[src/rtl/dft_scan_unloader.sv]
// Per-chain scan unload engine: rotates the chain once on request and packs the
// shifted-out bits LSB-first into 32-bit words strobed toward the output register.
module dft_scan_unloader #(
  parameter int unsigned p_chain_len = 256
) (
  input  logic        clk,
  input  logic        reset,
  input  logic        dft_val_op,
  output logic        dft_op_ack,
  output logic        dft_op_commit,
  input  logic        dft_commit_ack,
  output logic        dft_output_strobe,
  output logic [31:0] dft_output_data,
  output logic        scan_en,
  output logic        scan_in,
  input  logic        scan_out
);

  localparam int unsigned CntW = $clog2(p_chain_len + 1);
  localparam logic [CntW-1:0] LastBit = CntW'(p_chain_len - 1);

  typedef enum logic [1:0] {StIdle, StAck, StShift, StCommit} state_e;

  state_e          state_q, state_d;
  logic [CntW-1:0] cnt_q, cnt_d;
  logic [4:0]      idx_q, idx_d;
  logic [31:0]     word_q, word_d;
  logic [31:0]     data_q, data_d;
  logic            strobe_q, strobe_d;
  logic            ack_q, commit_q, scan_en_q;
  logic [31:0]     word_full;

  // Chain is rotated, so the tail bit goes straight back into the head.
  assign scan_in = scan_out;

  always_comb begin
    state_d   = state_q;
    cnt_d     = cnt_q;
    idx_d     = idx_q;
    word_d    = word_q;
    data_d    = data_q;
    strobe_d  = 1'b0;
    word_full = word_q;
    word_full[idx_q] = scan_out;

    unique case (state_q)
      StIdle: begin
        if (dft_val_op) state_d = StAck;
      end
      StAck: begin
        if (!dft_val_op) begin
          state_d = StShift;
          cnt_d   = '0;
          idx_d   = '0;
          word_d  = '0;
        end
      end
      StShift: begin
        cnt_d  = cnt_q + CntW'(1);
        idx_d  = idx_q + 5'd1;
        word_d = word_full;
        // Close the word on a full 32 bits or on the chain's final bit.
        if (idx_q == 5'd31 || cnt_q == LastBit) begin
          data_d   = word_full;
          strobe_d = 1'b1;
          idx_d    = '0;
          word_d   = '0;
        end
        if (cnt_q == LastBit) state_d = StCommit;
      end
      StCommit: begin
        if (dft_commit_ack) state_d = StIdle;
      end
      default: state_d = StIdle;
    endcase
  end

  always_ff @(posedge clk or posedge reset) begin
    if (reset) begin
      state_q   <= StIdle;
      cnt_q     <= '0;
      idx_q     <= '0;
      word_q    <= '0;
      data_q    <= '0;
      strobe_q  <= 1'b0;
      ack_q     <= 1'b0;
      commit_q  <= 1'b0;
      scan_en_q <= 1'b0;
    end else begin
      state_q   <= state_d;
      cnt_q     <= cnt_d;
      idx_q     <= idx_d;
      word_q    <= word_d;
      data_q    <= data_d;
      strobe_q  <= strobe_d;
      // Handshake outputs are registered from the next state.
      ack_q     <= (state_d == StAck);
      commit_q  <= (state_d == StCommit);
      scan_en_q <= (state_d == StShift);
    end
  end

  assign dft_op_ack        = ack_q;
  assign dft_op_commit     = commit_q;
  assign dft_output_strobe = strobe_q;
  assign dft_output_data   = data_q;
  assign scan_en           = scan_en_q;

endmodule

[config.mk]
export PLATFORM = sky130hd
export DESIGN_NAME = dft_scan_unloader
export DESIGN_NICKNAME = d
export VERILOG_FILES = /design/src/rtl/dft_scan_unloader.sv
export SDC_FILE = /design/constraint.sdc
export NUM_CORES = 1
export LEC_CHECK = 0
export ABC_CLOCK_PERIOD_IN_PS = 5750
export CAP_MARGIN = 20
export CORE_UTILIZATION = 40
export DETAILED_ROUTE_END_ITERATION = 16
export HOLD_SLACK_MARGIN = 0.1
export SYNTH_ARGS = -nofsm -noshare
export SYNTH_HDL_FRONTEND = slang
export SYNTH_SLANG_ARGS = --single-unit
[constraint.sdc]
create_clock -name clk -period 5.75 [get_ports clk]
set_input_delay 1.725 -clock clk [delete_from_list [all_inputs] [get_ports clk]]
set_output_delay 1.725 -clock clk [all_outputs]
set_load 0.05 [all_outputs]
# Word-level counts from Yosys, hierarchy flattened

Cells that the tools add are included.

Bits in registers: 84

$add $sub $neg: 2
Order comparisons: 2
Equality and inequality tests: 9
Muxes and demuxes: 18
Reduce and logical (&&, ||, !) cells: 6

Operators with widths:

| operator                                                          | count |
|---|---|
| 2-to-1 mux 32 bit                                                 | 2 |
| case mux 32 bit (2 select lines)                                  | 1 |
| bitwise mux 32 bit                                                | 1 |
| case mux 9 bit (2 select lines)                                   | 1 |
| 2-to-1 mux 5 bit                                                  | 2 |
| case mux 5 bit (2 select lines)                                   | 1 |
| adder 9 x 1 -> 9 bit, second input constant                       | 1 |
| equality test 9 x 8 -> 1 bit, second input constant               | 1 |
| 2-to-1 mux 9 bit                                                  | 1 |
| equality test 2 bit, second input constant                        | 4 |
| 2-to-1 mux 2 bit                                                  | 4 |
| case mux 2 bit (4 select lines)                                   | 1 |
| less-than comparator 5 x 6 -> 1 bit, second input constant        | 1 |
| adder 5 x 1 -> 5 bit, second input constant                       | 1 |
| demux 1 bit (select 5 bit)                                        | 1 |
| equality test 5 bit, second input constant                        | 1 |
| greater-or-equal comparator 5 x 1 -> 1 bit, second input constant | 1 |
| equality test 2 x 1 -> 1 bit, second input constant               | 2 |
| AND reduction 2 bit                                               | 2 |
| 2-to-1 mux 1 bit                                                  | 3 |
| zero test 2 bit                                                   | 1 |
| != test 2 bit, second input constant                              | 1 |
| nonzero test 2 bit                                                | 1 |
| logical AND 1 bit                                                 | 1 |
| logical OR 1 bit                                                  | 1 |

# Longest topological paths before layout

Gate-level depths: netlist of run 1.

Word-level depth: 7
Mapped depth: 9

# Worst setup path before layout of run 1

Ideal clock, no wire load.

Path type: in2out
Start: input scan_out
End: output scan_in
Arrival time: 1895 ps
Data required time: 4025 ps
Slack: 2130 ps
Stages: 1
Buffers on the path: 1
Cell sequence: buf_4

RTL lines:

| item        | RTL line | RTL |
|---|---|---|
| from (decl) | 16       | `input logic scan_out` |
| to (decl)   | 15       | `output logic scan_in,` |

No word-level cell between the ends.

# Final worst setup path of run 1

Start: input scan_out
End: output scan_in

No word-level cell between the ends.

==> flow_results.xml, run 1 <==
<?xml version="1.0" encoding="UTF-8"?>
<metrics>
  <group name="power_and_ir_drop">
    <metric name="combPwrFrac" unit="%">37.5</metric>
    <metric name="power.static_leakage" unit="nW">1.99</metric>
    <metric name="vdd.ir_drop.worst" unit="mV">0.178</metric>
    <metric name="power_switching_share" unit="%">40.2</metric>
    <metric name="power.sequential.fraction" unit="%">40.7</metric>
    <metric name="cell_internal_pwr" unit="W">0.00108</metric>
    <metric name="power.switching" unit="W">0.000726</metric>
    <metric name="power_frac_clock" unit="%">21.9</metric>
    <metric name="power_density" unit="mW/mm2">356</metric>
  </group>
  <group name="place">
    <metric name="placed_cell_area" unit="mm2">0.00481</metric>
    <metric name="rd_place_congestion" unit="">0.731</metric>
    <metric name="place_inst" unit="">533</metric>
    <metric name="dp.final_hpwl" unit="um">5710</metric>
    <metric name="io_buffers" unit="">41</metric>
  </group>
  <group name="flow_run">
    <metric name="maxCapViolations" unit="">0</metric>
  </group>
  <group name="timing">
    <metric name="post-route-period-util" unit="%">71.6</metric>
    <metric name="final.min_clock_period" unit="ps">4120</metric>
    <metric name="least_margin_pin_slew" unit="ps">1110</metric>
    <metric name="fin_skew" unit="ps">11.6</metric>
    <metric name="setup_viol_count_final" unit="">0</metric>
    <metric name="final_hold_viol_count" unit="">0</metric>
    <metric name="setup_repair_after_global_routing_missed_its_margin" unit="">false</metric>
    <metric name="clock.fmax" unit="MHz">243</metric>
    <metric name="relSlewSlack" unit="%">26.3</metric>
    <metric name="slew_violations" unit="">0</metric>
    <metric name="setup_tns" unit="ps">0</metric>
  </group>
  <group name="worst_setup_path">
    <metric name="path_delay_family" unit="">buffers and inverters</metric>
    <metric name="worst_setup_path_start_kind" unit="">primary input</metric>
    <metric name="worstSetupPathType" unit="">in2out</metric>
    <metric name="worstPathRequired" unit="ps">4030</metric>
    <metric name="cp_slowest_cell" unit="">clkdlybuf4s50_1</metric>
    <metric name="timing.critical_path.arrival" unit="ps">2390</metric>
    <metric name="crit_path_max_fanout" unit="">2</metric>
    <metric name="worst-path-buf-inv" unit="">2</metric>
    <metric name="critical_path.endpoint_type" unit="">primary output</metric>
    <metric name="worst_path_largest_cell_delay" unit="ps">470</metric>
    <metric name="crit_chain" unit="">clkdlybuf4s50_1, buf_4</metric>
  </group>
  <group name="finish">
    <metric name="num-nets-final" unit="">423</metric>
    <metric name="layoutNonFillerInstCount" unit="">552</metric>
    <metric name="layout-area-overhead-vs-synth" unit="%">16.0</metric>
    <metric name="finalInstanceArea" unit="mm2">0.00506</metric>
    <metric name="layout.cells.most_common" unit="">dfrtp_1</metric>
    <metric name="layout.filler_cells" unit="">996</metric>
    <metric name="multi_input_area" unit="mm2">0.00205</metric>
    <metric name="share_of_cells_above_drive_strength_1" unit="%">14.4</metric>
    <metric name="seq_area" unit="mm2">0.00210</metric>
    <metric name="most-common-layout-cells" unit="">84 x dfrtp_1, 62 x o21ai_0, 40 x clkdlybuf4s50_1</metric>
    <metric name="antenna_cells_inserted" unit="">0</metric>
  </group>
  <group name="clocking">
    <metric name="tritoncts" unit="">built</metric>
    <metric name="cts.sink_count" unit="">84</metric>
    <metric name="cts-root-to-sink-buffers" unit="">2</metric>
    <metric name="postCtsSetupBuffers" unit="">0</metric>
    <metric name="ctsResizeCount" unit="">0</metric>
    <metric name="tritoncts.num_buffers" unit="">9</metric>
    <metric name="postCtsHoldBufs" unit="">0</metric>
    <metric name="clk_pin_slew_worst_paths" unit="ps">100</metric>
    <metric name="h-tree-depth" unit="">3</metric>
    <metric name="cts_root_buffer" unit="">clkbuf_8</metric>
    <metric name="insertion_delay" unit="ps">360</metric>
  </group>
  <group name="synthesis">
    <metric name="async_flop_share" unit="%">100</metric>
    <metric name="proportion_of_synthesized_chip_area_in_sequential_cells" unit="%">48.2</metric>
    <metric name="synthesized_area" unit="mm2">0.00437</metric>
    <metric name="syn_avg_cell_area" unit="um2">11.2</metric>
    <metric name="dominantRegCellSynth" unit="">dfrtp_1</metric>
    <metric name="synth_fp_nets" unit="">403</metric>
    <metric name="yosys.area.top_type" unit="">dfrtp_1</metric>
    <metric name="post-synth-top-area-fraction" unit="%">48.2</metric>
    <metric name="syn_inst" unit="">391</metric>
    <metric name="post_synth_edffs" unit="">0</metric>
    <metric name="synth_area_leaders" unit="">dfrtp_1 48%, mux2i_1 7.8%, o21ai_0 7.1%</metric>
    <metric name="yosysUniqueCellTypes" unit="">44</metric>
    <metric name="synth-seq-cells" unit="">84</metric>
    <metric name="yosys_warnings" unit="">0</metric>
  </group>
  <group name="global_route">
    <metric name="grt_pass1_wl" unit="um">16700</metric>
    <metric name="grt.total_usage" unit="%">18.5</metric>
    <metric name="first_global_vias" unit="">3201</metric>
    <metric name="pin_count_of_the_biggest_net_entering_global_routing" unit="">58</metric>
    <metric name="antenna_found_initial" unit="">0</metric>
    <metric name="grt_remaining_overflow" unit="">0</metric>
  </group>
  <group name="hold_path">
    <metric name="hold_path.class" unit="">reg2reg</metric>
  </group>
  <group name="route">
    <metric name="detailroute.via_count" unit="">3230</metric>
    <metric name="drc" unit="">0</metric>
    <metric name="vias_per_cell" unit="">5.85</metric>
    <metric name="wl" unit="um">9990</metric>
    <metric name="route.detailed.wl_per_inst" unit="um">18.1</metric>
    <metric name="initialDrtViolationCount" unit="">182</metric>
    <metric name="antenna_violating_nets_post_route" unit="">0</metric>
    <metric name="drt_first_pass_iters" unit="">4</metric>
  </group>
  <group name="status">
    <metric name="status" unit="">complete, no violations</metric>
  </group>
  <group name="die">
    <metric name="start_util" unit="%">41.7</metric>
    <metric name="width_of_the_chip" unit="um">106</metric>
    <metric name="floorplan_row_count" unit="">37</metric>
    <metric name="fp.dieH" unit="um">106</metric>
    <metric name="placeableCoreArea" unit="mm2">0.0105</metric>
    <metric name="io_pins" unit="">42</metric>
    <metric name="die-area" unit="mm2">0.0113</metric>
  </group>
</metrics>
==> cells by family (layout without fill, tap and decap cells) <==
logic type               Yosys count  in the layout  synth area share (%)
adder cells (fa/ha/maj)            7              7                  2.01
buffers and inverters             50             75                  5.25
XOR/XNOR                           3              3                 0.602
multiplexers                      35             35                  8.05
flip-flops                        84             84                  48.2
AND/OR/NAND/NOR                   63             63                  12.1
AO/OA/AOI/OAI                    149            149                  23.9
==> power by group through the flow <==
stage               clock, W  sequential (W)  combinational [W]
floorplan                  0        0.000721           0.000550
global placement           0        0.000758           0.000634
detailed placement         0        0.000758           0.000647
CTS                 0.000403        0.000747           0.000648
global route        0.000423        0.000745           0.000735
finish              0.000395        0.000734           0.000676
==> cell type report <==
type                       count  area share, %
clock buffer                   9           2.45
inverter                       7          0.543
timing repair buffer          52           10.7
clock inverter                 7           1.04
multi-input combinational    257           40.4
tap                          136           3.36
sequential                    84           41.5
==> cells in the mapped netlist (all sizes together) (2+ instances only) <==
master and instances:
a21o 2, a22o 20, and4bb 12, buf 14, clkbuf 29, dfrtp 84
ha 7, inv 7, mux2i 34, nand2 7, nand2b 2, nand3 4
nand4 5, nand4b 12, nor2 2, nor2b 2, nor3 2, nor3b 3
nor4b 5, o21ai 69, o22ai 19, o2bb2ai 32, or2 2, xnor2 3
==> routing by layer <==
layer | wire length, um | vias up | global-route usage, %
met2 | 4520 | 70 | 28.9
li1 | - | 1534 | -
met5 | 0 | - | 0
met3 | 337 | 14 | 2.08
met1 | 5010 | 1612 | 26.8
met4 | 131 | 0 | 6.16
==> worst paths after layout <==
| path | startpoint | to | slack, ps | cells after the start |
|---|---|---|---|---|
| setup / recovery | scan_out | scan_in | 1630 | 2 |
| setup reg to reg | idx_q[3] | word_q[11] | 2710 | 6 |
| max in group asynchronous | reset | dft_output_data[18] | 3150 | 4 |
| min in group asynchronous | reset | scan_en | 1670 | 2 |
| hold / removal | word_q[20] | word_q[20] | 500 | 1 |
| hold reg to reg | word_q[20] | word_q[20] | 500 | 1 |
==> state kept, by name, summed over array words and instances, names as in the netlist <==
name,cells
dft_output_strobe,1
scan_en,1
dft_op_ack,1
dft_output_data,32
cnt_q,9
idx_q,5
dft_op_commit,1
state_q,2
word_q,32
==> per-stage QoR <==
step / worst slack, ps / hold WS [ps] / power [W] / utilization (%)
finish: 1630 / 495 / 0.00180 / 48.4
global route: 1620 / 508 / 0.00190 / 48.4
CTS: 1630 / 499 / 0.00180 / 47.7
detailed placement: 1630 / 474 / 0.00141 / 46.0
global placement: 1630 / 471 / 0.00139 / 46.0
floorplan: 1860 / 456 / 0.00127 / -
(Power assumes the default switching activity.)
==> run 2: changes to the inputs <==
ABC_CLOCK_PERIOD_IN_PS = 3530   (was 5750)
clock period = 3.53 ns   (was 5.75 ns; I/O delays follow)
==> run 2 against run 1 <==
Flip-flop and latch count unchanged. Via count about the same. Critical path type unchanged. Sequential power increased by 55%. Non-clock buffer count increased by 3. Clock skew decreased by 3.0 ps.
==> flow_results.xml, run 2 (synthesis gave the netlist of run 1 again) <==
<?xml version="1.0" encoding="UTF-8"?>
<metrics>
  <group name="status">
    <metric name="status" unit="">complete, no violations</metric>
  </group>
  <group name="clocking">
    <metric name="insertion_delay" unit="ps">360</metric>
    <metric name="ctsResizeCount" unit="">0</metric>
    <metric name="cts-root-to-sink-buffers" unit="">2</metric>
    <metric name="tritoncts.num_buffers" unit="">9</metric>
    <metric name="clk_pin_slew_worst_paths" unit="ps">90</metric>
    <metric name="postCtsSetupBuffers" unit="">0</metric>
    <metric name="postCtsHoldBufs" unit="">0</metric>
    <metric name="cts_root_buffer" unit="">clkbuf_8</metric>
    <metric name="cts.sink_count" unit="">84</metric>
    <metric name="h-tree-depth" unit="">3</metric>
    <metric name="tritoncts" unit="">built</metric>
  </group>
  <group name="timing">
    <metric name="relSlewSlack" unit="%">43.9</metric>
    <metric name="setup_repair_after_global_routing_missed_its_margin" unit="">false</metric>
    <metric name="setup_viol_count_final" unit="">0</metric>
    <metric name="slew_violations" unit="">0</metric>
    <metric name="least_margin_pin_slew" unit="ps">842</metric>
    <metric name="final_hold_viol_count" unit="">0</metric>
    <metric name="final.min_clock_period" unit="ps">2810</metric>
    <metric name="fin_skew" unit="ps">8.61</metric>
    <metric name="setup_tns" unit="ps">0</metric>
    <metric name="clock.fmax" unit="MHz">356</metric>
    <metric name="post-route-period-util" unit="%">79.5</metric>
  </group>
  <group name="route">
    <metric name="detailroute.via_count" unit="">3233</metric>
    <metric name="drc" unit="">0</metric>
    <metric name="route.detailed.wl_per_inst" unit="um">17.9</metric>
    <metric name="vias_per_cell" unit="">5.83</metric>
    <metric name="antenna_violating_nets_post_route" unit="">0</metric>
    <metric name="drt_first_pass_iters" unit="">4</metric>
    <metric name="initialDrtViolationCount" unit="">187</metric>
    <metric name="wl" unit="um">9930</metric>
  </group>
  <group name="global_route">
    <metric name="grt_pass1_wl" unit="um">16700</metric>
    <metric name="pin_count_of_the_biggest_net_entering_global_routing" unit="">43</metric>
    <metric name="grt_remaining_overflow" unit="">0</metric>
    <metric name="antenna_found_initial" unit="">0</metric>
    <metric name="first_global_vias" unit="">3237</metric>
    <metric name="grt.total_usage" unit="%">18.7</metric>
  </group>
  <group name="finish">
    <metric name="antenna_cells_inserted" unit="">0</metric>
    <metric name="layout-area-overhead-vs-synth" unit="%">16.7</metric>
    <metric name="layout.filler_cells" unit="">1003</metric>
    <metric name="layout.cells.most_common" unit="">dfrtp_1</metric>
    <metric name="finalInstanceArea" unit="mm2">0.00509</metric>
    <metric name="layoutNonFillerInstCount" unit="">555</metric>
    <metric name="num-nets-final" unit="">426</metric>
    <metric name="share_of_cells_above_drive_strength_1" unit="%">15.0</metric>
    <metric name="most-common-layout-cells" unit="">84 x dfrtp_1, 62 x o21ai_0, 40 x clkdlybuf4s50_1</metric>
    <metric name="multi_input_area" unit="mm2">0.00205</metric>
    <metric name="post-route-util" unit="%">48.7</metric>
    <metric name="seq_area" unit="mm2">0.00210</metric>
  </group>
  <group name="power_and_ir_drop">
    <metric name="power_density" unit="mW/mm2">595</metric>
    <metric name="post-layout-total-power" unit="W">0.00303</metric>
    <metric name="power.static_leakage" unit="nW">2.02</metric>
    <metric name="vdd.ir_drop.worst" unit="mV">0.280</metric>
  </group>
  <group name="worst_setup_path">
    <metric name="crit_path_start" unit="">scan_out</metric>
    <metric name="crit_chain" unit="">clkdlybuf4s50_1, buf_12</metric>
    <metric name="worst_path_largest_cell_delay" unit="ps">530</metric>
    <metric name="reg2reg_from" unit="">idx_q[0]</metric>
    <metric name="worst-path-buf-inv" unit="">2</metric>
    <metric name="crit_path_max_fanout" unit="">2</metric>
    <metric name="worstSetupPathType" unit="">in2out</metric>
    <metric name="worst_setup_path_start_kind" unit="">primary input</metric>
    <metric name="timing.critical_path.arrival" unit="ps">1750</metric>
    <metric name="cp_slowest_cell" unit="">clkdlybuf4s50_1</metric>
    <metric name="worstPathRequired" unit="ps">2470</metric>
    <metric name="critical_path.endpoint_type" unit="">primary output</metric>
    <metric name="path_delay_family" unit="">buffers and inverters</metric>
  </group>
  <group name="hold_path">
    <metric name="min_from" unit="">word_q[22]</metric>
    <metric name="hold_path.class" unit="">reg2reg</metric>
  </group>
  <group name="flow_run">
    <metric name="maxCapViolations" unit="">0</metric>
  </group>
  <group name="die">
    <metric name="die-area" unit="mm2">0.0113</metric>
    <metric name="io_pins" unit="">42</metric>
    <metric name="width_of_the_chip" unit="um">106</metric>
    <metric name="start_util" unit="%">41.7</metric>
    <metric name="placeableCoreArea" unit="mm2">0.0105</metric>
    <metric name="floorplan_row_count" unit="">37</metric>
    <metric name="fp.dieH" unit="um">106</metric>
  </group>
  <group name="place">
    <metric name="dp.final_hpwl" unit="um">6020</metric>
    <metric name="io_buffers" unit="">41</metric>
    <metric name="placed_cell_area" unit="mm2">0.00488</metric>
    <metric name="place_inst" unit="">539</metric>
    <metric name="rd_place_congestion" unit="">0.687</metric>
  </group>
</metrics>
run 2: cell count changes in the layout (fill, tap and decap cells not counted):
cell	change
bufinv_16	+1
clkbuf_8	+1
buf_4	+4
buf_12	+1
clkinvlp_4	-2
clkinv_2	-1
inv_6	+1
buf_16	-2
run 2: metal layers:
metal / track usage [%] / routed length (um) / up-vias / part of all wire [%]
li1: - / - / 1535 / -
met1: 26.6 / 4980 / 1641 / 50
met2: 29.3 / 4610 / 48 / 46
met3: 2.88 / 225 / 9 / 2.3
met4: 5.48 / 101 / 0 / 1.0
met5: 0 / 0 / - / 0
run 2: final timing paths:
check	end	slack, ps	cells after the start
worst max-delay path	scan_in	720	2
worst min-delay path	word_q[22]	490	1
worst max register to register	word_q[24]	820	7
worst min register to register	word_q[22]	490	1
max in group asynchronous	dft_output_data[27]	1910	3
min in group asynchronous	cnt_q[5]	990	2
run 2: metrics by stage:
step	hold slack [ps]	worst slack [ps]
2_1_floorplan	456	306
5_1_grt	508	586
3_5_place_dp	473	646
6_report	494	724
3_3_place_gp	470	683
4_1_cts	498	720
run 2: area by class of cell:
cell class | instances | area share, %
Inverter | 7 | 0.541
Clock inverter | 6 | 1.40
Multi-Input combinational cell | 257 | 40.2
Tap cell | 136 | 3.34
Clock buffer | 10 | 2.70
Sequential cell | 84 | 41.3
Timing Repair Buffer | 55 | 10.6
run 2: report_power, final:
part	switching [W]	internal (W)
clock network	0.000380	0.000353
registers	0.0000797	0.00106
logic	0.000716	0.000443
total	0.00118	0.00185
==> run 3: changes to the inputs <==
ABC_CLOCK_PERIOD_IN_PS = 2900   (was 3530)
clock period = 2.9 ns   (was 3.53 ns; I/O delays follow)
==> run 3 against run 2 <==
Core utilization up 0.39 points. Clock skew up 1.9 ps. Global-route usage up 0.46 points. Final cell count up 1.3%. Highest routed layer unchanged. Clock-buffer cell count up 3. Combinational power up 27%. Critical path type unchanged. Total power up 22%.
==> flow_results.xml, run 3 (synthesis gave the netlist of run 1 again) <==
<?xml version="1.0" encoding="UTF-8"?>
<metrics>
  <group name="route">
    <metric name="drc" unit="">0</metric>
    <metric name="detailroute.via_count" unit="">3275</metric>
    <metric name="drt_first_pass_iters" unit="">5</metric>
    <metric name="wl" unit="um">10100</metric>
    <metric name="route.detailed.wl_per_inst" unit="um">18.1</metric>
    <metric name="vias_per_cell" unit="">5.83</metric>
    <metric name="initialDrtViolationCount" unit="">188</metric>
    <metric name="antenna_violating_nets_post_route" unit="">0</metric>
  </group>
  <group name="clocking">
    <metric name="insertion_delay" unit="ps">360</metric>
    <metric name="clk_pin_slew_worst_paths" unit="ps">70</metric>
    <metric name="h-tree-depth" unit="">3</metric>
    <metric name="tritoncts" unit="">built</metric>
    <metric name="cts-root-to-sink-buffers" unit="">2</metric>
    <metric name="cts_root_buffer" unit="">clkbuf_8</metric>
    <metric name="postCtsHoldBufs" unit="">0</metric>
    <metric name="cts.sink_count" unit="">84</metric>
    <metric name="tritoncts.num_buffers" unit="">9</metric>
    <metric name="postCtsSetupBuffers" unit="">0</metric>
    <metric name="ctsResizeCount" unit="">0</metric>
  </group>
  <group name="hold_path">
    <metric name="hold_path.class" unit="">reg2reg</metric>
    <metric name="min_delay_path_depth" unit="">1</metric>
    <metric name="min_from" unit="">word_q[28]</metric>
    <metric name="hold_end" unit="">word_q[28]</metric>
  </group>
  <group name="timing">
    <metric name="clock.fmax" unit="MHz">404</metric>
    <metric name="least_margin_pin_slew" unit="ps">762</metric>
    <metric name="final.min_clock_period" unit="ps">2480</metric>
    <metric name="setup_tns" unit="ps">0</metric>
    <metric name="worst_hold_slack" unit="ps">490</metric>
    <metric name="setup_repair_after_global_routing_missed_its_margin" unit="">false</metric>
    <metric name="slew_violations" unit="">0</metric>
    <metric name="relSlewSlack" unit="%">49.0</metric>
    <metric name="final_hold_viol_count" unit="">0</metric>
    <metric name="setup_viol_count_final" unit="">0</metric>
    <metric name="fin_skew" unit="ps">10.5</metric>
    <metric name="post-route-period-util" unit="%">85.4</metric>
  </group>
  <group name="global_route">
    <metric name="first_global_vias" unit="">3237</metric>
    <metric name="pin_count_of_the_biggest_net_entering_global_routing" unit="">85</metric>
    <metric name="grt_remaining_overflow" unit="">0</metric>
    <metric name="antenna_found_initial" unit="">0</metric>
    <metric name="grt.total_usage" unit="%">19.1</metric>
    <metric name="grt_pass1_wl" unit="um">17000</metric>
  </group>
  <group name="worst_setup_path">
    <metric name="crit_path_max_fanout" unit="">2</metric>
    <metric name="worstPathRequired" unit="ps">2030</metric>
    <metric name="timing.critical_path.arrival" unit="ps">1610</metric>
    <metric name="reg2reg_from" unit="">cnt_q[0]</metric>
    <metric name="worst-path-buf-inv" unit="">2</metric>
    <metric name="path_delay_family" unit="">buffers and inverters</metric>
    <metric name="worst_setup_path_start_kind" unit="">primary input</metric>
    <metric name="crit_chain" unit="">clkdlybuf4s50_1, buf_12</metric>
    <metric name="cp_slowest_cell" unit="">clkdlybuf4s50_1</metric>
    <metric name="worst_path_largest_cell_delay" unit="ps">570</metric>
    <metric name="worst-r2r-setup-slack" unit="ps">440</metric>
    <metric name="capture_instance_of_the_worst_register_to_register_path" unit="">dft_output_data[20]</metric>
    <metric name="critical_path.endpoint_type" unit="">primary output</metric>
    <metric name="worstSetupPathType" unit="">in2out</metric>
    <metric name="reg2reg_depth" unit="">8</metric>
  </group>
  <group name="finish">
    <metric name="layout-area-overhead-vs-synth" unit="%">17.6</metric>
    <metric name="layout.cells.most_common" unit="">dfrtp_1</metric>
    <metric name="finalInstanceArea" unit="mm2">0.00513</metric>
    <metric name="most-common-layout-cells" unit="">84 x dfrtp_1, 62 x o21ai_0, 40 x clkdlybuf4s50_1</metric>
    <metric name="layout.filler_cells" unit="">976</metric>
    <metric name="antenna_cells_inserted" unit="">0</metric>
    <metric name="num-nets-final" unit="">433</metric>
    <metric name="multi_input_area" unit="mm2">0.00205</metric>
    <metric name="post-route-util" unit="%">49.1</metric>
    <metric name="share_of_cells_above_drive_strength_1" unit="%">15.7</metric>
    <metric name="seq_area" unit="mm2">0.00210</metric>
    <metric name="layoutNonFillerInstCount" unit="">562</metric>
  </group>
  <group name="place">
    <metric name="place_inst" unit="">546</metric>
    <metric name="io_buffers" unit="">41</metric>
    <metric name="dp.final_hpwl" unit="um">6140</metric>
    <metric name="placed_cell_area" unit="mm2">0.00494</metric>
    <metric name="rd_place_congestion" unit="">0.739</metric>
  </group>
  <group name="die">
    <metric name="width_of_the_chip" unit="um">106</metric>
    <metric name="io_pins" unit="">42</metric>
    <metric name="placeableCoreArea" unit="mm2">0.0105</metric>
    <metric name="fp.dieH" unit="um">106</metric>
    <metric name="start_util" unit="%">41.7</metric>
    <metric name="floorplan_row_count" unit="">37</metric>
    <metric name="die-area" unit="mm2">0.0113</metric>
  </group>
  <group name="power_and_ir_drop">
    <metric name="power_density" unit="mW/mm2">722</metric>
    <metric name="vdd.ir_drop.worst" unit="mV">0.286</metric>
    <metric name="power.static_leakage" unit="nW">2.05</metric>
  </group>
  <group name="status">
    <metric name="status" unit="">complete, no violations</metric>
  </group>
  <group name="flow_run">
    <metric name="maxCapViolations" unit="">0</metric>
  </group>
</metrics>
## run 3: cell count changes in the layout (fill, tap and decap cells not counted)
cell / before / now
buf_4: 13 / 20
clkbuf_1: 0 / 3
clkinv_2: 1 / 0
inv_6: 2 / 0
## run 3: through the flow
stage          power [W]  setup slack [ps]
6_report         0.00371               422
5_1_grt          0.00393               141
4_1_cts          0.00373               414
3_5_place_dp     0.00287               381
3_3_place_gp     0.00284               420
2_1_floorplan    0.00252               668
## run 3: worst max-delay path by stage
stage / start / to / cells after the start
CTS: scan_out / scan_in / 2
global route: cnt_q[0] / dft_output_data[20] / 8
detailed placement: scan_out / word_q[11] / 5
floorplan: idx_q[0] / idx_q[2] / 9
finish: scan_out / scan_in / 2
global placement: scan_out / scan_in / 2
## run 3: routing by layer
metal / routed length (um) / vias to the layer above / part of all wire (%) / global-route usage (%)
met5: 0 / - / 0 / 0
met4: 72 / 0 / 0.71 / 4.99
met3: 461 / 8 / 4.5 / 3.49
met2: 4730 / 78 / 47 / 30.8
met1: 4890 / 1643 / 48 / 26.5
li1: - / 1546 / - / -
## run 3: power by group
| part | total [W] | internal, W | switching (W) | leakage [nW] |
|---|---|---|---|---|
| clock network | 0.000855 | 0.000425 | 0.000430 | 0.0938 |
| logic | 0.00147 | 0.000578 | 0.000888 | 0.963 |
| registers | 0.00138 | 0.00129 | 0.0000978 | 0.990 |
## run 3: cell type report
class / instances / area share (%)
flip-flops and latches: 84 / 40.9
well taps: 136 / 3.31
clock inverters: 3 / 0.902
repair buffers: 62 / 11.5
inverters: 7 / 0.585
clock buffers: 13 / 2.90
multi-input cells: 257 / 39.8
